==> src/rtl/network_arbiter_state_ctrl.sv <==
// rtl/network_arbiter_state_ctrl.sv - trust-state write controller: validate, drain network, commit, respond.
// Optional: NET_ARB_TRANSITION_CNT_EN adds o_transition_cnt (saturating commit counter).
module network_arbiter_state_ctrl #(
  parameter int DRAIN_TIMEOUT = 1024,
  parameter int HOLD_CYCLES   = 16
) (
  input  logic        i_clk,
  input  logic        i_reset,
  input  logic        i_req_valid,
  input  logic [31:0] i_req_data,
  output logic        o_req_ready,
  output logic        o_rsp_valid,
  input  logic        i_rsp_ready,
  output logic [1:0]  o_rsp_code,
  input  logic        i_net_busy,
  output logic [31:0] o_write_state_value,
  output logic        o_state_changing
`ifdef NET_ARB_TRANSITION_CNT_EN
  ,
  output logic [15:0] o_transition_cnt
`endif
);

  localparam int DW = (DRAIN_TIMEOUT > 2) ? $clog2(DRAIN_TIMEOUT) : 1;
  localparam int HW = $clog2(HOLD_CYCLES + 1);

  localparam logic [31:0] TRUSTED   = 32'h0000_0000;
  localparam logic [31:0] UNTRUSTED = 32'hF0F0_F0F0;

  localparam logic [1:0] RSP_OK      = 2'b00;
  localparam logic [1:0] RSP_SAME    = 2'b01;
  localparam logic [1:0] RSP_INVALID = 2'b10;
  localparam logic [1:0] RSP_TIMEOUT = 2'b11;

  localparam logic [DW-1:0] DRAIN_LAST = DW'(DRAIN_TIMEOUT - 1);
  localparam logic [HW-1:0] HOLD_LOAD  = HW'(HOLD_CYCLES);

  typedef enum logic [1:0] {
    S_IDLE   = 2'd0,
    S_DRAIN  = 2'd1,
    S_COMMIT = 2'd2,
    S_RESP   = 2'd3
  } state_t;

  state_t        r_state;
  logic [31:0]   r_pending;
  logic [31:0]   r_wsv;
  logic [DW-1:0] r_drain_cnt;
  logic [HW-1:0] r_hold_cnt;
  logic          r_quiet;
  logic          r_req_ready;
  logic          r_rsp_valid;
  logic [1:0]    r_rsp_code;
  logic          r_changing;

  logic [HW-1:0] w_hold_dec;
  logic          w_req_legal;
  logic          w_accept;

  always_comb begin
    w_hold_dec  = (r_hold_cnt != '0) ? (r_hold_cnt - 1'b1) : '0;
    w_req_legal = (i_req_data == TRUSTED) || (i_req_data == UNTRUSTED);
    w_accept    = i_req_valid && r_req_ready;
  end

  // Every output is a register; r_req_ready is precomputed from the next state and next hold value.
  always_ff @(posedge i_clk) begin
    if (i_reset) begin
      r_state     <= S_IDLE;
      r_pending   <= TRUSTED;
      r_wsv       <= TRUSTED;
      r_drain_cnt <= '0;
      r_hold_cnt  <= '0;
      r_quiet     <= 1'b0;
      r_req_ready <= 1'b0;
      r_rsp_valid <= 1'b0;
      r_rsp_code  <= RSP_OK;
      r_changing  <= 1'b0;
    end else begin
      r_hold_cnt <= w_hold_dec;
      case (r_state)
        S_IDLE: begin
          if (w_accept) begin
            r_pending   <= i_req_data;
            r_req_ready <= 1'b0;
            if (!w_req_legal) begin
              r_state     <= S_RESP;
              r_rsp_valid <= 1'b1;
              r_rsp_code  <= RSP_INVALID;
            end else if (i_req_data == r_wsv) begin
              r_state     <= S_RESP;
              r_rsp_valid <= 1'b1;
              r_rsp_code  <= RSP_SAME;
            end else begin
              r_state     <= S_DRAIN;
              r_drain_cnt <= '0;
              r_quiet     <= 1'b0;
              r_changing  <= 1'b1;
            end
          end else begin
            r_req_ready <= (w_hold_dec == '0);
          end
        end
        S_DRAIN: begin
          // Quiet wins over timeout when both land on the same cycle.
          if (!i_net_busy && r_quiet) begin
            r_state <= S_COMMIT;
          end else if (r_drain_cnt == DRAIN_LAST) begin
            r_state     <= S_RESP;
            r_changing  <= 1'b0;
            r_rsp_valid <= 1'b1;
            r_rsp_code  <= RSP_TIMEOUT;
          end else begin
            r_drain_cnt <= r_drain_cnt + 1'b1;
            r_quiet     <= !i_net_busy;
          end
        end
        S_COMMIT: begin
          r_wsv       <= r_pending;
          r_hold_cnt  <= HOLD_LOAD;
          r_state     <= S_RESP;
          r_changing  <= 1'b0;
          r_rsp_valid <= 1'b1;
          r_rsp_code  <= RSP_OK;
        end
        S_RESP: begin
          if (i_rsp_ready) begin
            r_state     <= S_IDLE;
            r_rsp_valid <= 1'b0;
            r_req_ready <= (w_hold_dec == '0);
          end
        end
        default: r_state <= S_IDLE;
      endcase
    end
  end

`ifdef NET_ARB_TRANSITION_CNT_EN
  logic [15:0] r_transition_cnt;

  always_ff @(posedge i_clk) begin
    if (i_reset) begin
      r_transition_cnt <= '0;
    end else if (r_state == S_COMMIT && r_transition_cnt != 16'hFFFF) begin
      r_transition_cnt <= r_transition_cnt + 16'd1;
    end
  end

  assign o_transition_cnt = r_transition_cnt;
`endif

  assign o_req_ready         = r_req_ready;
  assign o_rsp_valid         = r_rsp_valid;
  assign o_rsp_code          = r_rsp_code;
  assign o_write_state_value = r_wsv;
  assign o_state_changing    = r_changing;

endmodule

==> config.mk <==
export PLATFORM = sky130hd
export DESIGN_NAME = network_arbiter_state_ctrl
export DESIGN_NICKNAME = d
export VERILOG_FILES = /design/src/rtl/network_arbiter_state_ctrl.sv
export SDC_FILE = /design/constraint.sdc
export NUM_CORES = 1
export LEC_CHECK = 0
export ABC_CLOCK_PERIOD_IN_PS = 1800
export CORE_MARGIN = 3
export CORE_UTILIZATION = 45
export CTS_BUF_LIST = sky130_fd_sc_hd__clkbuf_4 sky130_fd_sc_hd__clkbuf_8
export CTS_CLUSTER_DIAMETER = 150
export DETAILED_ROUTE_END_ITERATION = 16
export PLACE_DENSITY = 0.73
export SYNTH_ARGS = -nofsm -noshare
export SYNTH_HDL_FRONTEND = slang
export SYNTH_SLANG_ARGS = --single-unit
==> constraint.sdc <==
create_clock -name i_clk -period 1.8 [get_ports i_clk]
set_input_delay 0.36 -clock i_clk [delete_from_list [all_inputs] [get_ports i_clk]]
set_output_delay 0.36 -clock i_clk [all_outputs]
set_load 0.03 [all_outputs]
==> impl_metrics.tcl, run 1 <==
set metrics [dict create \
    drt-initial-drc-count 181 \
    finalCritPeriodShare_pct 117 \
    n_fill_cell 667 \
    hold_start "i_reset" \
    fp.coreArea_mm2 0.00842 \
    drcViolationCount 0 \
    routed_wl_mm 12.4 \
    total_leakage_power_nw 2.52 \
    dr_wl_met3_um 912 \
    min_period_ns 2.10 \
    drv_slew 0 \
    final-seq-area_mm2 0.00179 \
    routabilityCongestion 0.839 \
    dr_total_vias 4040 \
    grt_pass1_wl_mm 20.0 \
    yosysWarnings 0 \
    netlist_area_mm2 0.00399 \
    setup-violations-final 16 \
    synth.avg_cell_area_um2 8.64 \
    cts.sinks 87 \
    postPlaceCellArea_mm2 0.00551 \
    wl_per_cell_um 17.0 \
    fmax_ghz 0.476 \
    grtUsageTotal_pct 24.9 \
    tritoncts "done" \
    reg2reg_depth 9 \
    grt_pass1_vias 4164 \
    htreeDepth 3 \
    clk_latency_ns 0.36 \
    ios 74 \
    synth_edf_count 0 \
    vias_per_cell 5.56 \
    hold_depth 2 \
    syn-num-nets 505 \
    grt_setup_unrepaired "true" \
    synthCells 462 \
    highest-signal-layer "met4" \
    cts_made_buffers 9 \
    ant_nets 0 \
    hold_path.class "in -> reg" \
    layout_common_cells "83 x buf_4, 75 x nand2_1, 60 x dlygate4sd2_1" \
    clock_skew_ns 0.00668 \
    cp-start-kind "flip-flop" \
    status "finished with violations" \
    violations "negative setup slack" \
    multi_input_area_mm2 0.00239 \
    cts.path.max_buffers 2 \
    hold_viol 0 \
    layout_commonest_cell "buf_4" \
    synth_flop_cell "dfxtp_1" \
    reg2reg_slack_ns -0.30 \
    async_flop_share_pct 0 \
    die_x_um 100 \
    setup.worst_path.end_class "flip-flop" \
    synth_cell_types 44 \
    arrival_ns 2.38 \
    yosysSeqAreaShare_pct 43.6 \
    ir_drop_uv 510 \
    crit_type "reg -> reg" \
    synth_seq_cells 87 \
    cp.required_ns 2.08 \
    dp_hpwl_mm 8.75 \
    initial_utilization_pct 47.4 \
    drive_above_1_share_pct 30.6 \
    die_area_mm2 0.0100 \
    drt-pass1-iter-count 5 \
    root_buffer "clkbuf_8" \
    grt_start_max_net_pins 35 \
    crit_fanout 8 \
    power_density_mw_per_mm2 1130 \
    numPortBuffers 73 \
    post-place-ws_ns -0.944 \
    tightest_slew_ns 0.451 \
    clk_pin_slew_ns 0.09 \
    layoutNonFillerInstCount 727 \
    area_growth_pct 48.9 \
    r2r_end "r_drain_cnt[3]" \
    wirelength_met1_mm 4.93 \
    finalInstanceArea_mm2 0.00595 \
    row_count 33 \
    antenna_found_initial 1 \
    r2r-start "o_write_state_value[1]" \
    maxCapViolCount 0 \
    setup_slack_ns -0.302 \
    power_mw 6.74 \
    startpoint "o_write_state_value[1]" \
    slew_headroom_pct 69.9 \
    dp_cells 704 \
    die_height_um 100 \
    grt-ovfl-total 0 \
    dr_wl_met2_mm 6.23 \
    nets 659 \
    holdPathEnd "r_state[1]" \
]
==> layout make-up <==
class	instances	share of cell area (%)
repair buffers	164	23.5
multi-input cells	344	40.2
flip-flops and latches	87	30.1
clock buffers	11	2.34
clock inverters	5	0.989
diodes	1	0.0421
well taps	105	2.21
inverters	10	0.631
==> how the worst max path moves through the flow <==
stage | end | slack [ns] | cells after the start
floorplan | r_drain_cnt[3] | -0.06 | 6
global placement | o_rsp_code[1] | -0.87 | 7
detailed placement | o_rsp_code[0] | -0.94 | 7
CTS | o_state_changing | -0.25 | 7
global route | r_drain_cnt[3] | -0.45 | 9
finish | r_drain_cnt[3] | -0.30 | 9
==> stage by stage <==
| step | hold WS, ns | utilization [%] | TNS, ns |
|---|---|---|---|
| 3_3_place_gp | 0.437 | 65.4 | -12.61 |
| 5_1_grt | 0.263 | 70.6 | -5.82 |
| 3_5_place_dp | 0.448 | 65.4 | -13.61 |
| 4_1_cts | 0.260 | 68.7 | -2.74 |
| 2_1_floorplan | 0.422 | - | -0.341 |
| 6_report | 0.261 | 70.6 | -3.68 |
==> kinds of logic after synthesis <==
group / after synthesis / share of synthesized area (%)
simple gates: 185 / 21.2
flops: 87 / 43.6
compound gates: 85 / 14.3
mux: 35 / 8.83
xor+xnor: 33 / 7.24
buf+inv: 31 / 2.91
fa+ha+maj: 6 / 1.88
==> where the power goes <==
group | internal (mW) | total, mW | switching [mW] | leakage, nW
sequential | 2.11 | 2.23 | 0.124 | 0.721
clock | 0.673 | 1.38 | 0.703 | 0.0964
combinational | 1.36 | 3.14 | 1.77 | 1.70
total | 4.14 | 6.74 | 2.60 | 2.52
==> cells in the mapped netlist, types with 4 or more instances <==
master,number,area (um2)
nor4_1,18,113
or3_1,5,31.3
mux2i_1,33,330
nand2_1,76,285
o21ai_0,6,30.0
nand3_1,5,25.0
o311ai_0,4,35.0
clkbuf_1,20,75.1
nor2b_1,11,68.8
o41ai_1,10,87.6
xor2_1,32,280
nor3_1,5,25.0
nand4_1,14,87.6
ha_1,6,75.1
inv_1,9,33.8
nor2_1,45,169
o31ai_1,4,30.0
a21oi_1,39,195
dfxtp_1,87,1740
==> metal layers <==
metal	global-route usage (%)	vias up
met1	30.1	1912
met2	43.1	163
li1	-	1938
met5	0	-
met3	4.66	27
met4	10.7	0
==> worst max-delay path, stage by stage, from the launching register on <==
cell      delay (ns)
dfxtp_2         0.35
xor2_2          0.18
nor4_2          0.30
buf_4           0.15
nand4_1         0.17
buf_4           0.23
nor3_2          0.21
buf_6           0.19
o311ai_0        0.14
o31ai_1         0.10
==> registers in the layout, summed over array words and instances, names as in the netlist <==
register,count
o_state_changing,1
r_state,2
r_hold_cnt,5
o_rsp_valid,1
o_req_ready,1
o_write_state_value,32
r_quiet,1
r_drain_cnt,10
r_pending,32
o_rsp_code,2
==> timing repair <==
action	4_1_cts	5_1_grt
setup buffers	7	1
setup endpoints to repair	50	17
resized for setup	98	28
hold endpoints to repair	0	0
pin swaps	24	15
hold buffers	0	0
(Power assumes the default switching activity.)
==> run 2, diff against run 1 <==
--- a/config.mk
+++ b/config.mk
@@ -5,13 +5,13 @@
 export SDC_FILE = /design/constraint.sdc
 export NUM_CORES = 1
 export LEC_CHECK = 0
-export ABC_CLOCK_PERIOD_IN_PS = 1800
+export ABC_CLOCK_PERIOD_IN_PS = 2600
 export CORE_MARGIN = 3
 export CORE_UTILIZATION = 45
 export CTS_BUF_LIST = sky130_fd_sc_hd__clkbuf_4 sky130_fd_sc_hd__clkbuf_8
 export CTS_CLUSTER_DIAMETER = 150
 export DETAILED_ROUTE_END_ITERATION = 16
-export PLACE_DENSITY = 0.73
+export PLACE_DENSITY = 0.7
 export SYNTH_ARGS = -nofsm -noshare
 export SYNTH_HDL_FRONTEND = slang
 export SYNTH_SLANG_ARGS = --single-unit
==> constraint.sdc (replaced) <==
create_clock -name i_clk -period 2.6 [get_ports i_clk]
set_input_delay 0.52 -clock i_clk [delete_from_list [all_inputs] [get_ports i_clk]]
set_output_delay 0.52 -clock i_clk [all_outputs]
set_load 0.03 [all_outputs]
==> impl_metrics.tcl, run 2 (synthesis results as in run 1) <==
set metrics [dict create \
    antenna_found_initial 0 \
    grtUsageTotal_pct 21.9 \
    power_density_mw_per_mm2 801 \
    ios 74 \
    row_count 33 \
    crit_fanout 5 \
    postPlaceCellArea_mm2 0.00500 \
    routed_wl_mm 10.7 \
    ant_nets 0 \
    cts.sinks 87 \
    finalInstanceArea_mm2 0.00520 \
    setup-violations-final 0 \
    dp_hpwl_mm 7.78 \
    clk_pin_slew_ns 0.08 \
    grt_pass1_vias 3617 \
    tightest_slew_ns 0.832 \
    numPortBuffers 73 \
    drcViolationCount 0 \
    dr_total_vias 3639 \
    die_height_um 100 \
    drt-initial-drc-count 169 \
    initial_utilization_pct 47.4 \
    hold_viol 0 \
    setup_tns_ns 0 \
    drive_above_1_share_pct 10.4 \
    fp.coreArea_mm2 0.00842 \
    drt-pass1-iter-count 4 \
    layout_commonest_cell "dfxtp_1" \
    maxCapViolCount 0 \
    htreeDepth 3 \
    vias_per_cell 5.50 \
    finalCritPeriodShare_pct 97.5 \
    grt_pass1_wl_mm 17.5 \
    cp.required_ns 2.84 \
    crit_type "in -> reg" \
    postLayoutCoreUtil_pct 61.8 \
    fmax_ghz 0.395 \
    arrival_ns 2.77 \
    wirelength_met1_mm 4.81 \
    dr_wl_met2_mm 5.24 \
    slew_headroom_pct 44.6 \
    highest-signal-layer "met4" \
    hold_slack_ns 0.457 \
    status "finished clean" \
    dp_cells 648 \
    dr_wl_met3_um 520 \
    grt_setup_unrepaired "false" \
    hold_path.class "reg -> reg" \
    grt-ovfl-total 0 \
    cts_made_buffers 9 \
    nets 597 \
    total_leakage_power_nw 1.90 \
    cp-start-kind "primary input" \
    routabilityCongestion 0.893 \
    ir_drop_uv 381 \
    tritoncts "done" \
    setup_slack_ns 0.0661 \
    setup.worst_path.end_class "flip-flop" \
    wl_per_cell_um 16.2 \
    cts.path.max_buffers 2 \
    drv_slew 0 \
    die_x_um 100 \
    die_area_mm2 0.0100 \
    root_buffer "clkbuf_8" \
    layoutNonFillerInstCount 662 \
    grt_start_max_net_pins 63 \
    post-place-ws_ns -0.328 \
    clk_latency_ns 0.35 \
    clock_skew_ns 0.0124 \
    postCtsSetupRepairBufs 0 \
    power_mw 4.17 \
    min_period_ns 2.53 \
    layout_common_cells "87 x dfxtp_1, 76 x nand2_1, 72 x clkdlybuf4s50_1" \
    area_growth_pct 30.3 \
    diodes 0 \
]
-- run 2: changes by cell type in the layout (fill, tap and decap cells not counted), moves of 4 or more --
cell             delta
dfxtp_2            -32
dfxtp_1            +34
nor4_1             +11
buf_4              -55
dlygate4sd2_1      -60
o41ai_2             -6
buf_6               -5
o41ai_1             +6
nor4_2              -7
nor4_4              -4
clkdlybuf4s50_1    +67
-- run 2: path summary, 6_finish.rpt --
kind | slack (ns) | cells past startpoint | startpoint | to
setup / recovery | 0.07 | 8 | i_req_data[10] | o_rsp_code[0]
setup reg to reg | 0.30 | 6 | r_drain_cnt[0] | r_state[1]
hold reg to reg | 0.46 | 2 | r_pending[8] | r_pending[8]
hold / removal | 0.46 | 2 | r_pending[8] | r_pending[8]
-- run 2: critical path, stage by stage --
cell and delay (ns):
clkdlybuf4s50_1 0.45, xor2_1 0.17, nor4_1 0.40, buf_4 0.17
nand4_1 0.15, o211a_1 0.33, or2_2 0.33, a31o_2 0.25
-- run 2: power breakdown --
part	switching [mW]	internal (mW)
Sequential	0.0840	1.46
Clock	0.446	0.456
Combinational	1.02	0.706
Total	1.55	2.62
-- run 2: metal layers --
metal,vias up,global-route usage (%)
met1,1720,28.7
met2,99,36.5
met3,11,3.96
met4,0,7.36
li1,1809,-
met5,-,0
-- run 2: layout make-up --
type | count | area [um2]
clock buffer | 10 | 138
clock inverter | 4 | 47.5
fill | 755 | 3220
inverter | 10 | 37.5
multi-input combinational | 344 | 2150
sequential | 87 | 1740
tap | 105 | 131
timing repair buffer | 102 | 956
-- run 2: repair_timing --
| item | CTS | global route |
|---|---|---|
| endpoints found under the setup margin | 0 | 9 |
| resized for setup | 0 | 3 |
| hold buffers | 0 | 0 |
==> run 3, diff against run 2 <==
--- a/config.mk
+++ b/config.mk
@@ -11,7 +11,7 @@
 export CTS_BUF_LIST = sky130_fd_sc_hd__clkbuf_4 sky130_fd_sc_hd__clkbuf_8
 export CTS_CLUSTER_DIAMETER = 150
 export DETAILED_ROUTE_END_ITERATION = 16
-export PLACE_DENSITY = 0.7
+export DONT_BUFFER_PORTS = 1
 export SYNTH_ARGS = -nofsm -noshare
 export SYNTH_HDL_FRONTEND = slang
 export SYNTH_SLANG_ARGS = --single-unit
==> impl_metrics.tcl, run 3 (synthesis results as in run 1) <==
set metrics [dict create \
    htreeDepth 3 \
    tightest_slew_ns 0.717 \
    setup_tns_ns 0 \
    initial_utilization_pct 47.4 \
    dr_total_vias 3397 \
    postPlaceCellArea_mm2 0.00438 \
    drcViolationCount 0 \
    numPortBuffers 0 \
    ant_nets 0 \
    antenna_found_initial 0 \
    cts.path.max_buffers 2 \
    diodes 0 \
    grtUsageTotal_pct 20.8 \
    grt_start_max_net_pins 88 \
    cp.required_ns 2.90 \
    power_density_mw_per_mm2 881 \
    crit_fanout 5 \
    clk_latency_ns 0.37 \
    clock_skew_ns 0.0122 \
    clk_pin_slew_ns 0.09 \
    switching_share_pct 38.4 \
    die_x_um 100 \
    cts.sinks 87 \
    layout_common_cells "87 x dfxtp_1, 76 x nand2_1, 45 x nor2_1" \
    p_comb_share_pct 37.6 \
    hold_viol 0 \
    finalCritPeriodShare_pct 88.4 \
    grt_pass1_wl_mm 16.6 \
    vias_per_cell 5.61 \
    tritoncts "done" \
    internal-power_mw 2.49 \
    hold_path.class "in -> reg" \
    ios 74 \
    fp.coreArea_mm2 0.00842 \
    ir_drop_uv 358 \
    post-place-ws_ns 0.240 \
    setup.worst_path.end_class "flip-flop" \
    reg2reg_depth 6 \
    root_buffer "clkbuf_8" \
    p_sw_mw 1.55 \
    routabilityCongestion 0.845 \
    area_growth_pct 14.7 \
    drt-pass1-iter-count 4 \
    r2r-start "r_drain_cnt[0]" \
    holdPathEnd "o_req_ready" \
    grt-ovfl-total 0 \
    cp-start-kind "flip-flop" \
    cts_hold_buf 0 \
    postCtsSetupRepairBufs 0 \
    setup_slack_ns 0.301 \
    row_count 33 \
    n_fill_cell 827 \
    reg2reg_slack_ns 0.30 \
    maxCapViolCount 0 \
    drive_above_1_share_pct 14.2 \
    grt_pass1_vias 3318 \
    grt_setup_unrepaired "false" \
    p_clk_share_pct 23.4 \
    layout_commonest_cell "dfxtp_1" \
    min_period_ns 2.30 \
    wl_per_cell_um 17.0 \
    fmax_ghz 0.435 \
    die_area_mm2 0.0100 \
    hold_start "i_reset" \
    cts_resized 0 \
    arrival_ns 2.60 \
    final-seq-area_mm2 0.00174 \
    routed_wl_mm 10.3 \
    cts_made_buffers 9 \
    slew_headroom_pct 51.8 \
    drv_slew 0 \
    multi_input_area_mm2 0.00214 \
    r2r_end "r_state[1]" \
    total_leakage_power_nw 1.73 \
    finalInstanceArea_mm2 0.00458 \
    die_height_um 100 \
    seq_power_share_pct 39.0 \
    dp_hpwl_mm 7.27 \
    status "finished clean" \
    setup-violations-final 0 \
    hold_depth 1 \
    nets 538 \
    drt-initial-drc-count 156 \
    crit_type "reg -> reg" \
]
==> run 3: cell count changes in the layout (fill, tap and decap cells not counted), moves of 2 or more <==
cell             change
buf_4               +14
clkdlybuf4s50_1     -72
clkinv_2             -2
inv_6                +3
inv_8                +2
==> run 3: critical path, stage by stage, from the launching register on <==
cell and delay [ns]:
dfxtp_1 0.38, ha_1 0.22, nand2_1 0.15, o31ai_1 0.67
o21ai_0 0.28, or3_1 0.40, a21oi_1 0.13
==> run 3: per-stage QoR <==
step                      total power [mW]  instances  hold slack (ns)  utilization, %
after floorplan                       2.70        462            0.422               -
after global placement                3.08        589            0.435            52.0
after detailed placement              3.11        589            0.442            52.0
after CTS                             4.06        605            0.204            54.4
after global routing                  4.29        605            0.198            54.4
final                                 4.04        605            0.216            54.4
==> run 3: layer usage <==
layer,part of all wire (%),track usage (%)
met5,0,0
met4,0.74,4.15
met3,6.9,7.57
met2,50,36.1
met1,42,24.8
==> run 3: cell type report <==
cell class	instances	area share (%)
Multi-Input combinational cell	344	46.7
Sequential cell	87	38.0
Timing Repair Buffer	43	7.32
Clock buffer	10	3.01
Tap cell	105	2.87
Clock inverter	6	1.26
Inverter	10	0.820
==> run 3: worst max path at each step <==
stage                    endpoint            from  slack [ns]
floorplan           o_rsp_code[0]  i_req_data[21]        0.54
global placement    o_rsp_code[1]   i_req_data[6]        0.26
detailed placement  o_rsp_code[1]   i_req_data[6]        0.24
CTS                    r_state[1]  r_drain_cnt[0]        0.32
global route           r_state[1]  r_drain_cnt[0]        0.14
finish                 r_state[1]  r_drain_cnt[0]        0.30
==> run 3: power groups by stage <==
stage | clock network (mW) | registers (mW) | logic, mW
6_report | 0.946 | 1.57 | 1.52
5_1_grt | 1.02 | 1.59 | 1.68
4_1_cts | 0.970 | 1.57 | 1.51
3_5_place_dp | 0 | 1.61 | 1.51
3_3_place_gp | 0 | 1.60 | 1.48
2_1_floorplan | 0 | 1.61 | 1.09
